--- config.mk ---
export PLATFORM = sky130hd
export DESIGN_NAME = instruction_fetch
export DESIGN_NICKNAME = d
export VERILOG_FILES = /design/src/rtl/fetch_pkg.sv /design/src/rtl/next_pc_select.sv /design/src/rtl/instruction_fetch.sv
export SDC_FILE = /design/constraint.sdc
export NUM_CORES = 1
export LEC_CHECK = 0
export ABC_AREA = 1
export CAP_MARGIN = 25
export CORE_AREA = 8 8 172 133
export DETAILED_ROUTE_END_ITERATION = 7
export DIE_AREA = 0 0 180 141
export GPL_ROUTABILITY_DRIVEN = 0
export SETUP_SLACK_MARGIN = 0.5
export SLEW_MARGIN = 20
export SYNTH_ARGS = -nofsm -noshare
export SYNTH_HDL_FRONTEND = slang
export SYNTH_SLANG_ARGS = --single-unit
--- constraint.sdc ---
create_clock -name clock -period 2.3 [get_ports clock]
set_input_delay 0.46 -clock clock [delete_from_list [all_inputs] [get_ports clock]]
set_output_delay 0.46 -clock clock [all_outputs]
set_load 0.03 [all_outputs]
--- src/rtl/fetch_pkg.sv ---
// Shared types and helpers for the MIPS instruction fetch stage.
package fetch_pkg;

  localparam int unsigned XLEN  = 32;
  localparam int unsigned IDX_W = 26;

  localparam logic [XLEN-1:0] NOP_INSTR = 32'h0000_0000;

  typedef enum logic {
    FETCH_RUN   = 1'b0,
    FETCH_FAULT = 1'b1
  } fetch_state_e;

  // IF/ID pipeline register payload
  typedef struct packed {
    logic [XLEN-1:0] instr;
    logic [XLEN-1:0] pcplus4;
    logic            valid;
  } if_id_t;

  function automatic logic [XLEN-1:0] jump_addr(input logic [XLEN-1:0]  pc4,
                                                input logic [IDX_W-1:0] idx);
    return {pc4[31:28], idx, 2'b00};
  endfunction

endpackage

--- src/rtl/next_pc_select.sv ---
// Priority mux for the next fetch address; flags taken jumps/branches as a redirect.
module next_pc_select
  import fetch_pkg::*;
(
  input  logic [XLEN-1:0]  pc,
  input  logic [XLEN-1:0]  if_id_pcplus4,
  input  logic             fault_state,
  input  logic             stall,
  input  logic             branch_taken,
  input  logic [XLEN-1:0]  branch_target,
  input  logic             jump,
  input  logic [IDX_W-1:0] jump_index,
  output logic [XLEN-1:0]  next_pc_c,
  output logic             redirect_c
);

  always_comb begin
    next_pc_c  = pc + 32'd4;
    redirect_c = 1'b0;
    if (fault_state) begin
      next_pc_c = pc;
    end else if (jump) begin
      next_pc_c  = jump_addr(if_id_pcplus4, jump_index);
      redirect_c = 1'b1;
    end else if (branch_taken) begin
      next_pc_c  = branch_target;
      redirect_c = 1'b1;
    end else if (stall) begin
      next_pc_c = pc;
    end
  end

endmodule

--- src/rtl/instruction_fetch.sv ---
// MIPS fetch stage: PC register, IF/ID register and the RUN/FAULT state machine.
module instruction_fetch
  import fetch_pkg::*;
#(
  parameter logic [31:0] RESET_PC   = 32'h0000_0000,
  parameter int unsigned IM_SIZE    = 1024,
  parameter bit          DELAY_SLOT = 1'b0
) (
  input  logic             clock,
  input  logic             reset,
  input  logic             stall,
  input  logic             branch_taken,
  input  logic [XLEN-1:0]  branch_target,
  input  logic             jump,
  input  logic [IDX_W-1:0] jump_index,
  output logic [XLEN-1:0]  PC,
  input  logic [XLEN-1:0]  Instruction,
  output logic [XLEN-1:0]  IF_ID_Instruction,
  output logic [XLEN-1:0]  IF_ID_PCPlus4,
  output logic             IF_ID_Valid,
  output logic             fetch_fault
);

  localparam logic [XLEN-1:0] LAST_PC = XLEN'(IM_SIZE - 4);
  localparam if_id_t          IF_ID_NOP = '{instr: NOP_INSTR, pcplus4: '0, valid: 1'b0};

  fetch_state_e    state_q;
  logic [XLEN-1:0] pc_q;
  if_id_t          if_id_q;
  logic            fault_q;

  logic [XLEN-1:0] next_pc_c;
  logic            redirect_c;
  logic [XLEN-1:0] pc_plus4_c;
  logic            illegal_c;
  logic            take_fault_c;
  if_id_t          fetched_c;

  next_pc_select u_next_pc (
    .pc            (pc_q),
    .if_id_pcplus4 (if_id_q.pcplus4),
    .fault_state   (state_q == FETCH_FAULT),
    .stall         (stall),
    .branch_taken  (branch_taken),
    .branch_target (branch_target),
    .jump          (jump),
    .jump_index    (jump_index),
    .next_pc_c     (next_pc_c),
    .redirect_c    (redirect_c)
  );

  // A stall that is not overridden by a redirect defers the fault check
  always_comb begin
    pc_plus4_c   = pc_q + 32'd4;
    illegal_c    = (pc_q[1:0] != 2'b00) || (pc_q > LAST_PC);
    take_fault_c = illegal_c && (!stall || redirect_c);
    fetched_c    = '{instr: Instruction, pcplus4: pc_plus4_c, valid: 1'b1};
  end

  always_ff @(posedge clock) begin
    if (!reset) begin
      state_q <= FETCH_RUN;
      pc_q    <= RESET_PC;
      if_id_q <= IF_ID_NOP;
      fault_q <= 1'b0;
    end else if (state_q == FETCH_FAULT) begin
      if_id_q <= IF_ID_NOP;
    end else if (take_fault_c) begin
      state_q <= FETCH_FAULT;
      fault_q <= 1'b1;
      if_id_q <= IF_ID_NOP;
    end else begin
      pc_q <= next_pc_c;
      if (redirect_c) begin
        if_id_q <= DELAY_SLOT ? fetched_c : IF_ID_NOP;
      end else if (!stall) begin
        if_id_q <= fetched_c;
      end
    end
  end

  assign PC                = pc_q;
  assign IF_ID_Instruction = if_id_q.instr;
  assign IF_ID_PCPlus4     = if_id_q.pcplus4;
  assign IF_ID_Valid       = if_id_q.valid;
  assign fetch_fault       = fault_q;

endmodule

==> results.md, run 1 <==
* Status: complete, no violations
* WP data arrival at 1.31 ns
* Core ar. at 0.0200 mm2
* Crit path from: PC[29]
* Worst vdd ir at about 320 uV
* 1st-iter DRT viols at 309
* Ys Warns at 0
* Pleak at 0.00349 uW
* CP startpoint kind: flip-flop
* Num ports at ~190
* PortBufs at 192
* Synth top area share at ~40%
* Final clock skew at between 0.01 and 0.015 ns
* Vias/cell at 4.46
* Count of different cell masters after synthesis at 27
* Pin count of the biggest net entering global routing at 52
* Crit path max fanout at 6
* Diodes inserted at 0
* Worst hold start: IF_ID_PCPlus4[17]
* Comb pwr share at 30.0%
* Post-DP Area at slightly above 0.007 mm2
* Sequential share of power at 39.2%
* Cells after synthesis at 770
* Die ar. at between 0.02 and 0.03 mm2
* Fin cells at approximately 1200
* H-tree levels at 3
* Area leader, netlist: dfxtp_1
* FF/Latch Area at around 0.002 mm2
* CTS Hold Bufs at 0
* R2r startpoint: PC[3]
* CTS buffer count at 9
* RSZ-0062 raised after global routing: no
* Synth Area per Inst at 6.43 um2
* Area used by multi-input combinational logic at roughly 0.0026 mm2
* Ratio of cells with drive above 1 in the final layout at 7.17%
* CP max stage cell: dlygate4sd2_1
* Sw Pwr at ~1800 uW
* Final ANT Viol Nets at 0
* Clock Latency Late Sink at about 0.35 ns
* GRT overflow at 0
* TritonCTS clock tree: built
* Synth area leaders: dfxtp_1 (40%), nand2_1 (21%), nor2_1 (12%), a21oi_1 (5.3%), inv_1 (3.9%)
* Root Buffer: clkbuf_16
* Placed Instances at between 1000 and 1500
* Post-route DRC at 0
* Final setup fails at 0
* Clock tree buffer depth at 2
* Chip height at 141 um
* Initial Util at 24.8%
* FMAX at roughly 0.57 GHz
* Synth Net Count at ~870
* Slew HR at around two thirds
* Vias in the first global route at 5179
* Power density cells at roughly 670 mW/mm2
* First-pass GRT wire length at just under 30000 um
* Critical path required time at 1.84 ns
* Antenna violations before repair at 1
* Commonest non-fill, non-tap cells in the layout: nand2_1 (270), nor2_1 (146), dlygate4sd2_1 (96)
* Area growth syn-to-layout at 53.0%
* Cell family with most CP delay: buffers and inverters
* Worst-Margin Slew at ~0.48 ns
* Fin crit share at approximately three quarters
* Clock share of power at between 30 and 40%
* Core Util, Final at 37.9%
* Worst stage delay on the critical path at ~0.51 ns
* Internal power at 3280 uW
* Worst path cell trace: dlygate4sd2_1
* Switch share at 35.4%
* Synthesized flop and latch total at between 90 and 100
* Drt pass-1 iters at 6
* Minimum clock period at around 1.8 ns
* Nets at around 1100
* # Max-Cap Violations at 0
* Worst setup EP type: primary output
* Avg WL per Cell at 16.1 um
* Final instance area at approximately 0.0076 mm2
* Total Routing Usage GR at about 15%
* Hold Violations, Final at 0
* Hold crit path type: reg2reg
* Max Slew Vio Count at 0
* DP HPWL at between 10000 and 15000 um
* Fillers at approximately 2200
* Vias at about 5400
* Seq/Total Area, Yosys at roughly 40%
* Clk sinks at between 90 and 100
* Buf+Inv Stages, Crit Path at 1
* Routed Wire Length at just under 20000 um
* Commonest non-fill, non-tap cell in the layout: nand2_1
* Num rows at 45
* Clk pin slew, worst setup/hold paths at about 0.07 ns
* Critical path class: reg2out
* Final setup TNS at 0 ns
* Die Wd at 180 um
* Post-Syn Area at between 0.004 and 0.005 mm2
-- tightest hold or removal path, delay by kind of cell, from the launching register on --
family / cells / cell delay [ns]
flip-flops: 1 / 0.31
AND/OR/NAND/NOR: 1 / 0.06
AO/OA/AOI/OAI: 1 / 0.05
-- cell usage after synthesis, drive strengths merged --
cell type,n
a21oi,53
xnor2,1
o2111ai,11
buf,19
o211ai,2
nand3,21
nand4,4
nor3,2
a22o,21
xor2,18
o21a,1
clkbuf,22
clkinv,1
o21ai,9
dfxtp,99
nand2,275
inv,54
ha,1
nor2,156
-- power groups by stage --
stage	registers, uW	logic, uW	clock network [uW]
after global placement	2030	1500	0
after floorplan	2200	655	0
after detailed placement	2030	1500	0
after global routing	2010	1670	1670
final	1990	1520	1560
after CTS	1980	1430	1610
-- sequential cells by signal, summed over array words and instances, names as in the netlist --
name and flops:
PC 32, IF_ID_PCPlus4 32, fetch_fault 1, IF_ID_Instruction 32, IF_ID_Valid 1, state_q 1
-- final timing paths --
check	end	slack [ns]	depth (start not counted)
hold / removal	IF_ID_PCPlus4[17]	0.46	2
hold reg to reg	IF_ID_PCPlus4[17]	0.46	2
setup reg to reg	IF_ID_PCPlus4[18]	0.63	9
setup / recovery	PC[29]	0.53	1
-- metal layers --
| metal | GRT usage, % | wire length (um) | part of all wire, % |
|---|---|---|---|
| met2 | 21.3 | 8090 | 41 |
| met1 | 20.3 | 9800 | 50 |
| met3 | 5.29 | 1520 | 7.8 |
| met5 | 0 | 13 | 0.066 |
| met4 | 3.28 | 181 | 0.92 |
-- cell type report --
cell class,instances,share of cell area (%)
Clock buffer,11,3.07
Clock inverter,5,0.792
Inverter,55,2.72
Multi-Input combinational cell,575,34.9
Sequential cell,99,26.2
Tap cell,258,4.26
Timing Repair Buffer,217,28.0
-- cells by family (layout without fill, tap and decap cells) --
logic type,after synthesis,after routing,synth area share [%]
adders and majority gates,1,1,0.252
xor gates and xnor gates,19,19,3.36
AOI/OAI and AO/OA,97,97,12.4
and+or+nand+nor,458,458,35.9
DFF,99,99,40.0
buffers and inverters,96,288,8.06
-- through the flow --
stage          power, uW  worst slack (ns)  hold slack [ns]
2_1_floorplan       2860             0.515            0.463
6_report            5080             0.532            0.463
3_3_place_gp        3520            0.0842            0.447
3_5_place_dp        3530            0.0727            0.454
5_1_grt             5360             0.501            0.481
4_1_cts             5030             0.517            0.464
-- timing repair --
action,4_1_cts,5_1_grt
setup buffers,0,2
setup endpoints to repair,178,94
gates resized for setup,101,27
hold endpoints to repair,0,0
pin swaps,0,5
cloned,0,4
Note: power is estimated with default switching activity, not from simulation.
==> run 2: changes to the inputs <==
- clock period: 2.3 -> 1.5 ns (I/O delays scaled with it)
==> run 2 against run 1 <==
- die area stayed put
- clock skew is 0.0045 ns lower
- critical path depth is 9 higher
- sequential share of layout area is 3.7 points lower
- hold slack worse by 0.12 ns
- cell area is 27% higher
- clock-buffer cell count stayed put
- critical path type is now reg2reg
- wire length is 9.6% higher
- core utilization is 10 points higher
- the flow now finishes with violations (negative setup slack)
- register-to-register slack worse by 0.75 ns
==> results.md, run 2 (synthesis gave the netlist of run 1 again) <==
* Fillers at 1896 (was 2153)
* Post-DP Area at 0.00817 mm2 (was 0.00722 mm2)
* GRT overflow at 0 (unchanged)
* Area growth syn-to-layout at 95.0% (was 53.0%)
* Chip height at 141 um (unchanged)
* First-pass GRT wire length at 31800 um (was 29500 um)
* Reg-to-reg slack, setup at -0.12 ns (was 0.63 ns)
* Max Slew Vio Count at 0 (unchanged)
* Crit path max fanout at 8 (was 6)
* Placed Instances at 1244 (was 1198)
* Fin cells at 1294 (was 1220)
* Antenna violations before repair at 0 (was 1)
* Clock Latency Late Sink at 0.36 ns (was 0.35 ns)
* Pleak at 0.00400 uW (was 0.00349 uW)
* Final setup fails at 73 (was 0)
* 1st-iter DRT viols at 452 (was 309)
* Commonest non-fill, non-tap cell in the layout: nand2_1 (unchanged)
* Power density cells at 923 mW/mm2 (was 670 mW/mm2)
* Final clock skew at 0.00707 ns (was 0.0115 ns)
* Num ports at 193 (unchanged)
* Nets at 1127 (was 1053)
* CP startpoint kind: flip-flop (unchanged)
* Failing checks: negative setup slack
* FF/Latch Area at 0.00218 mm2 (was 0.00199 mm2)
* Fin worst setup slack at -0.119 ns (was 0.532 ns)
* Minimum clock period at ~1.6 ns
* Final instance area at 0.00966 mm2 (was 0.00758 mm2)
* Pin count of the biggest net entering global routing at 49 (was 52)
* Root Buffer: clkbuf_16 (unchanged)
* Diodes inserted at 0 (unchanged)
* FMAX at 0.618 GHz
* Critical path required time at 1.78 ns (was 1.84 ns)
* Worst hold slack at 0.340 ns (was 0.463 ns)
* PortBufs at 192 (unchanged)
* Clock tree buffer depth at 2 (unchanged)
* Crit path from: PC[27] (was PC[29])
* Hold depth at 3 (was 2)
* Fin crit share at 108%
* Worst hold start: stall (was IF_ID_PCPlus4[17])
* Commonest non-fill, non-tap cells in the layout: nand2_1 (227), nor2_1 (105), buf_6 (98) (was nand2_1 (270), nor2_1 (146), dlygate4sd2_1 (96))
* Worst setup EP type: flip-flop (was primary output)
* Final ANT Viol Nets at 0 (unchanged)
* H-tree levels at 3 (unchanged)
* Num rows at 45 (unchanged)
* Area used by multi-input combinational logic at 0.00327 mm2 (was 0.00265 mm2)
* Hold Violations, Final at 0 (unchanged)
* CTS buffer count at 9 (unchanged)
* # Max-Cap Violations at 0 (unchanged)
* Total Routing Usage GR at 15.8% (was 14.7%)
* Ratio of cells with drive above 1 in the final layout at 45.5% (was 7.17%)
* Clk pin slew, worst setup/hold paths at 0.07 ns (about the same)
* Die Wd at 180 um (unchanged)
* Vias at 5864 (was 5437)
* Critical path class: reg2reg (was reg2out)
* Clk sinks at 99 (unchanged)
* TritonCTS clock tree: built (unchanged)
* Routed Wire Length at 21500 um (was 19600 um)
* Die ar. at 0.0254 mm2 (unchanged)
* Worst Hold End: IF_ID_PCPlus4[12] (was IF_ID_PCPlus4[17])
* R2r startpoint: PC[27] (was PC[3])
* RSZ-0062 raised after global routing: yes (was no)
* Hold crit path type: in2reg (was reg2reg)
* WP data arrival at 1.90 ns (was 1.31 ns)
* Status: finished with violations (was complete, no violations)
* Vias in the first global route at 5622 (was 5179)
* CTS Hold Bufs at 0 (unchanged)
* Worst vdd ir at 451 uV (was 319 uV)
* Post-route DRC at 0 (unchanged)
* Vias/cell at 4.53 (was 4.46)
* Cells on worst reg2reg path at 10 (was 9)
* Avg WL per Cell at 16.6 um (was 16.1 um)
* Slew HR at 73.3% (was 68.0%)
* Worst-Margin Slew at 0.401 ns (was 0.479 ns)
* Initial Util at 24.8% (unchanged)
* DP HPWL at 15400 um (was 14700 um)
* R2R Path End: PC[16] (was IF_ID_PCPlus4[18])
* Drt pass-1 iters at 5 (was 6)
* Core ar. at 0.0200 mm2 (unchanged)
run 2: cell types whose count changed in the layout (fill, tap and decap cells not counted), moves of 33 or more:
cell / before / now
buf_6: 1 / 98
dfxtp_1: 93 / 1
buf_4: 15 / 52
a21oi_2: 1 / 42
nand2_1: 270 / 227
a21oi_1: 51 / 6
dlygate4sd2_1: 96 / 0
dfxtp_2: 6 / 69
buf_12: 6 / 39
nor2_1: 146 / 105
run 2: area by class of cell:
cell class	count	share of cell area, %
tap	258	3.34
clock inverter	5	0.376
timing repair buffer	291	35.3
multi-input combinational	575	33.9
clock buffer	11	2.41
sequential	99	22.5
inverter	55	2.19
run 2: worst max-delay path, stage by stage (launching register included):
cell and delay (ns):
dfxtp_4 0.35, nor2_4 0.10, nand2_2 0.07, nor2_4 0.15, nand3_4 0.13, nand2_4 0.10, nand3_4 0.18, buf_12 0.22
nand2_1 0.07, nand2_1 0.05, nor2_1 0.11
run 2: worst max path at each step:
stage	to	cells past startpoint
finish	PC[16]	10
CTS	IF_ID_Instruction[23]	8
global route	PC[16]	10
floorplan	PC[16]	10
detailed placement	IF_ID_Instruction[23]	9
global placement	PC[22]	9
run 2: per-stage QoR:
step	setup WS (ns)	setup TNS (ns)	util [%]	total power, uW
after global routing	-0.203	-10.45	48.3	9360
after detailed placement	-0.443	-35.93	40.9	5940
final	-0.119	-3.48	48.3	8920
after floorplan	0.0456	0	-	4510
after global placement	-0.383	-34.57	40.9	5920
after CTS	-0.0580	-0.978	44.8	8480
run 2: layer usage:
metal / vias to the layer above / global-route usage [%] / wire, um
met5: - / 0 / 0
met4: 0 / 2.45 / 197
met3: 14 / 4.70 / 1390
met2: 203 / 24.3 / 9450
met1: 2705 / 21.8 / 10500
li1: 2942 / - / -
run 2: power breakdown:
part / switching [uW] / internal, uW / total [uW]
sequential: 234 / 2850 / 3080
clock: 1100 / 1140 / 2230
combinational: 1860 / 1740 / 3600
run 2: repair_timing:
action | CTS | global route
gates resized for setup | 589 | 138
endpoints found under the setup margin | 197 | 197
hold endpoints to repair | 0 | 0
setup buffers | 7 | 21
gates cloned | 2 | 4
pin swaps | 6 | 44
